--- src/rtl/shared_memory_multi.sv ---
// Register-file memory with a pattern generator, one external writer and
// NUM_READERS independent one-cycle-latency read channels.

module shared_memory_multi_rd #(
    parameter int WIDTH  = 4,
    parameter int DEPTH  = 8,
    parameter int ADDR_W = 3
) (
    input  logic                         clock,
    input  logic                         clear,
    input  logic                         req,
    input  logic [ADDR_W-1:0]            addr,
    input  logic [DEPTH-1:0][WIDTH-1:0]  mem,
    output logic [WIDTH-1:0]             data,
    output logic                         valid
);
    // Sampled before any same-edge write lands, so a colliding read sees old data.
    always_ff @(posedge clock) begin
        if (clear) begin
            data  <= '0;
            valid <= 1'b0;
        end else begin
            valid <= req;
            if (req) data <= mem[addr];
        end
    end
endmodule

module shared_memory_multi #(
    parameter  int WIDTH       = 4,
    parameter  int DEPTH       = 8,
    parameter  int NUM_READERS = 2,
    localparam int ADDR_W      = $clog2(DEPTH)
) (
    input  logic                          clock,
    input  logic                          clear,
    input  logic                          wr_en,
    input  logic [ADDR_W-1:0]             wr_addr,
    input  logic [WIDTH-1:0]              wr_data,
    input  logic                          gen_en,
    output logic                          gen_wrap,
    input  logic [NUM_READERS-1:0]        rd_req,
    input  logic [NUM_READERS*ADDR_W-1:0] rd_addr,
    output logic [NUM_READERS*WIDTH-1:0]  rd_data,
    output logic [NUM_READERS-1:0]        rd_valid
);
    typedef enum logic {IDLE, RUN} state_t;

    state_t                       state, state_nxt;
    logic [DEPTH-1:0][WIDTH-1:0]  mem;
    logic [WIDTH-1:0]             pat;
    logic [ADDR_W-1:0]            gen_ptr;
    logic                         gen_write;

    always_ff @(posedge clock) begin
        if (clear) state <= IDLE;
        else       state <= state_nxt;
    end

    // The generator acts in the cycle gen_en is seen, so N cycles of gen_en give N writes.
    always_comb begin
        state_nxt = state;
        case (state)
            IDLE:    if (gen_en)  state_nxt = RUN;
            RUN:     if (!gen_en) state_nxt = IDLE;
            default: state_nxt = IDLE;
        endcase
        gen_write = (state_nxt == RUN) && !wr_en;
    end

    always_ff @(posedge clock) begin
        if (clear) begin
            mem      <= '0;
            pat      <= '0;
            gen_ptr  <= '0;
            gen_wrap <= 1'b0;
        end else begin
            gen_wrap <= gen_write && (gen_ptr == ADDR_W'(DEPTH - 1));
            if (wr_en) begin
                mem[wr_addr] <= wr_data;
            end else if (gen_write) begin
                mem[gen_ptr] <= pat;
                pat          <= {~pat[WIDTH-2:0], 1'b0};
                gen_ptr      <= gen_ptr + 1'b1;
            end
        end
    end

    for (genvar i = 0; i < NUM_READERS; i++) begin : g_rd
        shared_memory_multi_rd #(
            .WIDTH  (WIDTH),
            .DEPTH  (DEPTH),
            .ADDR_W (ADDR_W)
        ) u_rd (
            .clock (clock),
            .clear (clear),
            .req   (rd_req[i]),
            .addr  (rd_addr[i*ADDR_W +: ADDR_W]),
            .mem   (mem),
            .data  (rd_data[i*WIDTH +: WIDTH]),
            .valid (rd_valid[i])
        );
    end
endmodule

--- config.mk ---
export PLATFORM = sky130hd
export DESIGN_NAME = shared_memory_multi
export DESIGN_NICKNAME = d
export VERILOG_FILES = /design/src/rtl/shared_memory_multi.sv
export SDC_FILE = /design/constraint.sdc
export NUM_CORES = 1
export LEC_CHECK = 0
export ABC_AREA = 1
export CORE_MARGIN = 2
export CORE_UTILIZATION = 50
export CTS_BUF_LIST = sky130_fd_sc_hd__clkbuf_16
export DETAILED_ROUTE_END_ITERATION = 10
export PLACE_DENSITY_LB_ADDON = 0.3
export SLEW_MARGIN = 15
export SYNTH_ARGS = -nofsm -noshare
export SYNTH_HDL_FRONTEND = slang
export SYNTH_SLANG_ARGS = --single-unit
--- constraint.sdc ---
create_clock -name clock -period 1.2 [get_ports clock]
set_input_delay 0.24 -clock clock [delete_from_list [all_inputs] [get_ports clock]]
set_output_delay 0.24 -clock clock [all_outputs]
set_load 0.01 [all_outputs]
==> metrics, run 1 <==
Req. time, crit path 1.43 ns; GP Congestion 0.907; gr busiest metal met2; worst reg2reg setup slack -0.04 ns; FF+latch count, synth 49; Final TNS setup -0.157 ns; Slew @ Worst Pin 0.370 ns; Finished Cell Area 4010 µm²; cell depth of the worst flop-to-flop path 7; Mapped Nets 514; Syn Area/Cell 5.89 µm²; Hold Vio Cnt, Final 0; Tmin final 1.24 ns; crit path capture mem[5]; Starting Density 52.1%; synthesis-to-layout area growth 38.2%; Worst Path Arrival 1.46 ns; Multi-input gate area 1720 µm²; vias in the first global route 3244; Power Total 3.88 mW; Max-Cap Viols 0; Leakage 1.81 nW; Core ar. 5570 µm²; fin crit share 103%; crit start category flip-flop; filler cell count 450; drt total wl 9400 µm; Synth area leaders dfxtp_1 (34%), nand2_1 (24%), nand3_1 (13%); met1 GRT Util 36.1%; layout cell share with drive strength beyond 1 22.1%; clock latency on the worst-skew pair 0.29 ns; Post-Place Cell Area 3600 µm²; die span in y 80.2 µm; final setup fails 11; CTS tree yes; gr usage total 29.9%; max frequency 809 MHz; FF/Latch Area 990 µm²; met3 Usage GRT 5.28%; Post-Syn Area 2900 µm²; Hold Crit Class flip-flop to flip-flop; Mapped Cells 493; DR WL/cell 14.8 µm; R2R Path End mem[5]; total die area 6430 µm²; Layout Nets 585; Final WS setup -0.0358 ns; initial antenna violation count 0; die width 80.2 µm; Overflow after GRT 0; FF-to-FF Start gen_ptr[2]; critical-path maximum fanout 5; Via density 5.52; DR vias 3519; number of antenna-violating nets in the routed design 0; top-area cell type share of the netlist area 33.8%; clk buf depth 2; clk sinks 49; failing checks setup timing; worst vdd ir 0.000621 V; pwr dens 966 nW/µm²; IO Port Bufs 29; post-synthesis sequential area ratio 33.8%; dominant cell type by area after synthesis dfxtp_1; max-slew violations 0; CP startpoint gen_ptr[2]; GR Util met2 52.8%; Distinct cells, synth 20; max_slew headroom 75.3%; Clk pin slew, worst setup/hold paths 0.07 ns; Crit Path Class flip-flop to flip-flop; root buf cell clkbuf_16; TritonRoute pass-1 iters 6; number of H-tree levels 2; DPL Wire Length 6430 µm; Ys Warns 0; RSZ-0062 raised after global routing true; outcome finished with violations; CTS buffer count 5; Residual DRC 0; Clock Skew 0.00781 ns; CP Capture Type flip-flop; largest net degree at the start of global routing 18; n_diodes 0; first-pass GRT wire length 15000 µm; Std-Cell Rows 27; IO Count 30; CTS Hold Bufs 0; Iter 0 DRT Violations 322
-- worst max-delay path, stage by stage, from the launching register on --
cell and delay [ns]:
dfxtp_4 0.36, buf_6 0.14, nor3_4 0.22, buf_6 0.14
nand2_1 0.06, nand2_1 0.07, nand2_1 0.07, a21oi_2 0.12
-- where the power goes --
| part | internal (mW) | leakage, nW | switching [mW] |
|---|---|---|---|
| Clock | 0.758 | 0.0748 | 0.606 |
| Combinational | 0.358 | 1.34 | 0.451 |
| Sequential | 1.67 | 0.400 | 0.0316 |
| Total | 2.79 | 1.81 | 1.09 |
-- sequential cells by signal, indices dropped and copies added (netlist names) --
register / count
g_rd.u_rd.data: 8
g_rd.u_rd.valid: 2
gen_ptr: 3
gen_wrap: 1
mem: 32
pat: 3
-- through the flow --
| step | setup WS (ns) | hold slack (ns) | util (%) | cells |
|---|---|---|---|---|
| global route | -0.124 | 0.466 | 72.0 | 637 |
| floorplan | -0.00419 | 0.406 | - | 493 |
| CTS | -0.00501 | 0.437 | 70.1 | 633 |
| finish | -0.0358 | 0.437 | 72.0 | 637 |
| global placement | -0.443 | 0.419 | 64.5 | 615 |
| detailed placement | -0.469 | 0.427 | 64.5 | 615 |
-- cells by family after synthesis --
| kind of cell | synth area share (%) |
|---|---|
| AOI/OAI and AO/OA | 11.7 |
| adders and majority gates | 0.862 |
| DFF | 33.8 |
| buffers and inverters | 11.9 |
| and+or+nand+nor | 41.7 |
-- cell usage after synthesis --
master    instances
nand2_1         188
nand3_1          74
inv_1            57
dfxtp_1          49
a21oi_1          48
o21ai_0          19
nor2_1           15
clkbuf_1          8
buf_1             7
inv_2             6
buf_2             4
buf_4             3
nor2_2            3
nor3_2            3
ha_1              2
nand2_2           2
nand4_1           2
buf_6             1
nor3_1            1
o21ai_1           1
-- timing repair --
| action | CTS | global route |
|---|---|---|
| pin swaps | 15 | 17 |
| buffers inserted | 8 | 3 |
| resized for setup | 54 | 36 |
| cloned | 2 | 1 |
| endpoints found under the setup margin | 55 | 34 |
-- final cells by class --
class                           count  share of cell area [%]
Tap cell                           72                    2.24
Timing Repair Buffer               85                    20.3
Clock inverter                      3                   0.343
Clock buffer                        5                    3.12
Timing Repair inverter              2                   0.249
Sequential cell                    49                    24.7
Multi-Input combinational cell    358                    42.9
Inverter                           63                    6.17
-- layout by cell type (no fill, tap or decap), drive strengths merged --
cell type,synthesis,final
nand2,190,190
nand3,74,74
inv,63,61
buf,15,57
dfxtp,49,49
a21oi,48,48
o21ai,20,20
nor2,18,18
dlygate4sd2,0,16
clkdlybuf4s50,0,10
clkbuf,8,5
clkinvlp,0,5
nor3,4,4
nand4,2,2
ha,2,2
clkinv,0,2
dlymetal6s2s,0,1
clkdlybuf4s15,0,1
-- per-layer routing --
metal	wire (µm)	share of wire [%]
met2	4570	49
met4	306	3.3
met5	0	0
met3	707	7.5
met1	3820	41
-- worst min path at each step --
| stage | start | end | slack [ns] | depth (start not counted) |
|---|---|---|---|---|
| 2_1_floorplan | pat[1] | pat[2] | 0.41 | 1 |
| 3_3_place_gp | pat[1] | pat[2] | 0.42 | 1 |
| 3_5_place_dp | pat[1] | pat[2] | 0.43 | 1 |
| 4_1_cts | pat[1] | pat[2] | 0.44 | 1 |
| 5_1_grt | pat[1] | pat[2] | 0.47 | 1 |
| 6_report | pat[1] | pat[2] | 0.44 | 1 |
Note: power is estimated with default switching activity, not from simulation.
==> inputs of run 2 (changes only) <==
==> constraint.sdc (replaced) <==
create_clock -name clock -period 1.6 [get_ports clock]
set_input_delay 0.32 -clock clock [delete_from_list [all_inputs] [get_ports clock]]
set_output_delay 0.32 -clock clock [all_outputs]
set_load 0.01 [all_outputs]
==> run 2 against run 1 <==
Against the previous run:
- the flow now finishes without violations
- critical path depth down 6
- register-to-register slack better by 0.17 ns
- first-iteration DRC count down 20%
- via count down 9.6%
- largest power group unchanged
==> metrics, run 2 (synthesized netlist as in run 1, its figures left out) <==
CTS tree yes; cell depth of the worst flop-to-flop path 6; Hold Crit Class flip-flop to flip-flop; Crit Path Class flip-flop to primary output; synthesis-to-layout area growth 22.0%; Layout Nets 552; Core ar. 5570 µm²; Slew @ Worst Pin 0.467 ns; n_diodes 0; outcome complete, no violations; TritonRoute pass-1 iters 5; clk sinks 49; Residual DRC 0; fin cells 604; layout cell share with drive strength beyond 1 9.02%; die width 80.2 µm; total die area 6430 µm²; CTS Hold Bufs 0; R2R Path End mem[17]; IO Count 30; filler cell count 543; Power Total 2.92 mW; max frequency 664 MHz; critical-path maximum fanout 2; IO Port Bufs 29; Hold Vio Cnt, Final 0; pwr dens 825 nW/µm²; Via density 5.27; most common cell after layout, fill and taps aside nand2_1; drt total wl 8560 µm; CP startpoint g_rd[0].u_rd.data[3]; CP Capture Type primary output; commonest cells after routing, fill and taps aside nand2_1 (188), nand3_1 (74), inv_1 (57); first-pass GRT wire length 14300 µm; vias in the first global route 3011; Overflow after GRT 0; crit path capture rd_data[3]; WP depth 1; number of H-tree levels 2; initial antenna violation count 0; fin crit share 94.1%; Max-Cap Viols 0; Placed Instances 596; clk buf depth 2; worst vdd ir 0.000558 V; Iter 0 DRT Violations 256; gr usage total 28.9%; DR WL/cell 14.2 µm; WP buf/inv 1; number of antenna-violating nets in the routed design 0; Std-Cell Rows 27; max reg flops 32; DPL Wire Length 6600 µm; final setup fails 0; DR vias 3181; Leakage 1.58 nW; biggest regs mem (32), g_rd.u_rd.data (8); Final TNS setup 0 ns; worst-path cell chain clkdlybuf4s50_1; Top delay family on crit path buffers and inverters; max_slew headroom 68.8%; Clk pin slew, worst setup/hold paths 0.07 ns; RSZ-0062 raised after global routing true; FF-to-FF Start gen_ptr[2]; Tmin final 1.51 ns; GP Congestion 0.900; root buf cell clkbuf_16; Clock Skew 0.00489 ns; crit start category flip-flop; largest net degree at the start of global routing 33; Starting Density 52.1%; Req. time, crit path 1.28 ns; max-slew violations 0; clock latency on the worst-skew pair 0.29 ns; biggest cell delay along the critical path 0.55 ns; die span in y 80.2 µm; Worst path slowest cell clkdlybuf4s50_1; Worst Path Arrival 1.19 ns; register with the most flip-flops mem; worst reg2reg setup slack 0.13 ns; CTS buffer count 5
run 2: cell types whose count changed in the layout (fill, tap and decap cells not counted), sizes merged, moves of 2 or more:
cell,delta
inv,+2
clkdlybuf4s50,+19
buf,-32
dlygate4sd2,-16
clkinvlp,-4
run 2: power by group:
group | switching (mW) | internal [mW]
Combinational | 0.264 | 0.186
Sequential | 0.0319 | 1.26
Clock | 0.451 | 0.732
Total | 0.747 | 2.17
run 2: worst min-delay path by stage:
stage                     startpoint     end  slack, ns  depth (start not counted)
after floorplan               pat[1]  pat[2]       0.41                          1
after global placement        pat[1]  pat[2]       0.43                          1
after detailed placement      pat[1]  pat[2]       0.42                          1
after CTS                     pat[1]  pat[2]       0.43                          1
after global routing          pat[1]  pat[2]       0.46                          1
final                         pat[1]  pat[2]       0.43                          1
run 2: layer usage:
layer / GRT usage (%) / share of wire (%) / up-vias
li1: - / - / 1637
met1: 34.4 / 43 / 1404
met2: 49.5 / 47 / 118
met3: 6.74 / 6.4 / 22
met4: 12.7 / 3.5 / 0
met5: 0 / 0 / -
run 2: metrics by stage:
step / cell area (µm²) / setup slack, ns / util, % / hold WS (ns)
after global placement: 3360 / -0.117 / 60.3 / 0.426
after floorplan: 2900 / 0.368 / - / 0.406
after detailed placement: 3360 / -0.181 / 60.3 / 0.425
final: 3540 / 0.0949 / 63.5 / 0.430
after global routing: 3540 / -0.0120 / 63.5 / 0.457
after CTS: 3530 / 0.0819 / 63.3 / 0.434
run 2: worst reg2reg max path: stages (launching register included):
cell and delay, ns:
dfxtp_1 0.54, inv_2 0.11, nor3_2 0.26, nand2_1 0.19, nand2_1 0.13, nand2_1 0.07
a21oi_1 0.11
run 2: repair_timing:
action	in CTS	in global routing
resized for setup	0	4
setup endpoints to repair	0	11
setup buffers	0	0
hold endpoints to repair	0	0
run 2: final cells by class:
class	instances	area, µm²	share of cell area [%]
Clock buffer	5	125	3.53
Inverter	63	236	6.68
Tap cell	72	90.1	2.54
Sequential cell	49	982	27.7
Clock inverter	3	41.3	1.17
Timing Repair Buffer	54	482	13.6
Multi-Input combinational cell	358	1590	44.8
==> inputs of run 3 (changes only) <==
--- a/config.mk
+++ b/config.mk
@@ -6,7 +6,8 @@
 export NUM_CORES = 1
 export LEC_CHECK = 0
 export ABC_AREA = 1
-export CORE_MARGIN = 2
+export CAP_MARGIN = 20
+export CORE_MARGIN = 5
 export CORE_UTILIZATION = 50
 export CTS_BUF_LIST = sky130_fd_sc_hd__clkbuf_16
 export DETAILED_ROUTE_END_ITERATION = 10
==> run 3 against run 2 <==
Against the previous run:
- worst setup slack worse by 0.053 ns
- via count down 0.13%
- sequential cell count unchanged
- fmax down 3.4%
- critical path depth up 7
- global-route usage down 6.3 points
- critical path type is now primary input to flip-flop
- highest routed layer unchanged
==> metrics, run 3 (synthesized netlist as in run 1, its figures left out) <==
clk buf depth 2; biggest regs mem (32), g_rd.u_rd.data (8); final setup fails 0; synthesis-to-layout area growth 20.7%; cell depth of the worst flop-to-flop path 7; initial antenna violation count 0; filler cell count 553; GP Congestion 0.924; max_slew headroom 69.0%; IO Port Bufs 29; Worst Path Arrival 1.77 ns; Crit Path Class primary input to flip-flop; CTS tree yes; WHS Path Cells 1; Power Total 2.75 mW; Layout Nets 551; total die area 7430 µm²; DR WL/cell 13.5 µm; CP Capture Type flip-flop; Post-Place Worst Slack -0.194 ns; Residual DRC 0; drt total wl 8150 µm; worst vdd ir 0.000636 V; RSZ-0062 raised after global routing true; outcome complete, no violations; gr usage total 22.7%; pwr dens 784 nW/µm²; root buf cell clkbuf_16; DPL Wire Length 6300 µm; max reg flops 32; Overflow after GRT 0; most common cell after layout, fill and taps aside nand2_1; clock latency on the worst-skew pair 0.29 ns; critical-path maximum fanout 6; Clock Skew 0.00500 ns; Max-Cap Viols 0; commonest cells after routing, fill and taps aside nand2_1 (187), nand3_1 (74), inv_1 (58); TritonRoute pass-1 iters 4; FF/Latch Area 981 µm²; Req. time, crit path 1.81 ns; layout cell share with drive strength beyond 1 8.66%; largest net degree at the start of global routing 31; die width 86.2 µm; number of H-tree levels 2; Multi-input gate area 1580 µm²; Std-Cell Rows 27; max frequency 642 MHz; DR vias 3177; number of antenna-violating nets in the routed design 0; Final WS setup 0.0416 ns; max-slew violations 0; Slew @ Worst Pin 0.465 ns; Starting Density 52.1%; n_diodes 0; postcts setup bufs 0; Placed Instances 595; fin cells 603; Via density 5.27; Core ar. 5570 µm²; Tmin final 1.56 ns; IO Count 30; Hold Crit Class flip-flop to flip-flop; vias in the first global route 2919; die span in y 86.2 µm; fin util 62.9%; register with the most flip-flops mem; Iter 0 DRT Violations 333; Clk pin slew, worst setup/hold paths 0.06 ns; CTS buffer count 5; first-pass GRT wire length 13500 µm; fin crit share 97.4%; clk sinks 49; Hold Vio Cnt, Final 0; Leakage 1.58 nW; crit start category primary input
## run 3: layout make-up
class	instances	area share (%)
multi-input cells	358	45.2
flip-flops and latches	49	28.0
repair buffers	53	13.5
inverters	63	6.75
clock buffers	5	3.57
well taps	72	2.57
clock inverters	3	0.393
## run 3: metal layers
metal	GRT usage [%]	vias up	share of wire (%)	wire [µm]
li1	-	1630	-	-
met1	28.8	1410	45	3630
met2	38.3	114	46	3770
met3	4.09	23	6.0	489
met4	8.50	0	3.1	250
met5	0	-	0	0
## run 3: power breakdown
| group | switching [mW] | internal [mW] | leakage, nW | total, mW |
|---|---|---|---|---|
| Sequential | 0.0269 | 1.26 | 0.399 | 1.28 |
| Combinational | 0.264 | 0.186 | 1.10 | 0.451 |
| Clock | 0.446 | 0.568 | 0.0748 | 1.01 |
## run 3: per-stage QoR
| stage | area (µm²) | setup TNS (ns) | hold WS (ns) |
|---|---|---|---|
| final | 3500 | 0 | 0.455 |
| after global routing | 3500 | -0.156 | 0.485 |
| after CTS | 3490 | 0 | 0.455 |
| after detailed placement | 3350 | -5.10 | 0.446 |
| after global placement | 3350 | -3.37 | 0.421 |
| after floorplan | 2900 | 0 | 0.406 |
## run 3: path summary, 6_finish.rpt
path	to	slack [ns]	start
worst max register to register	mem[18]	0.21	gen_ptr[2]
worst max-delay path	mem[21]	0.04	wr_en
worst min register to register	pat[2]	0.45	pat[1]
worst min-delay path	pat[2]	0.45	pat[1]
## run 3: worst max-delay path: stages
cell and delay [ns]:
clkdlybuf4s50_1 0.56, nand2_1 0.18, nor2_1 0.14, buf_4 0.15, nand2_1 0.06, o21ai_0 0.12, nand2_1 0.10, a21oi_1 0.14
## run 3: timing repair
item,CTS,global route
hold buffers,0,0
endpoints found under the setup margin,0,14
gates resized for setup,0,3
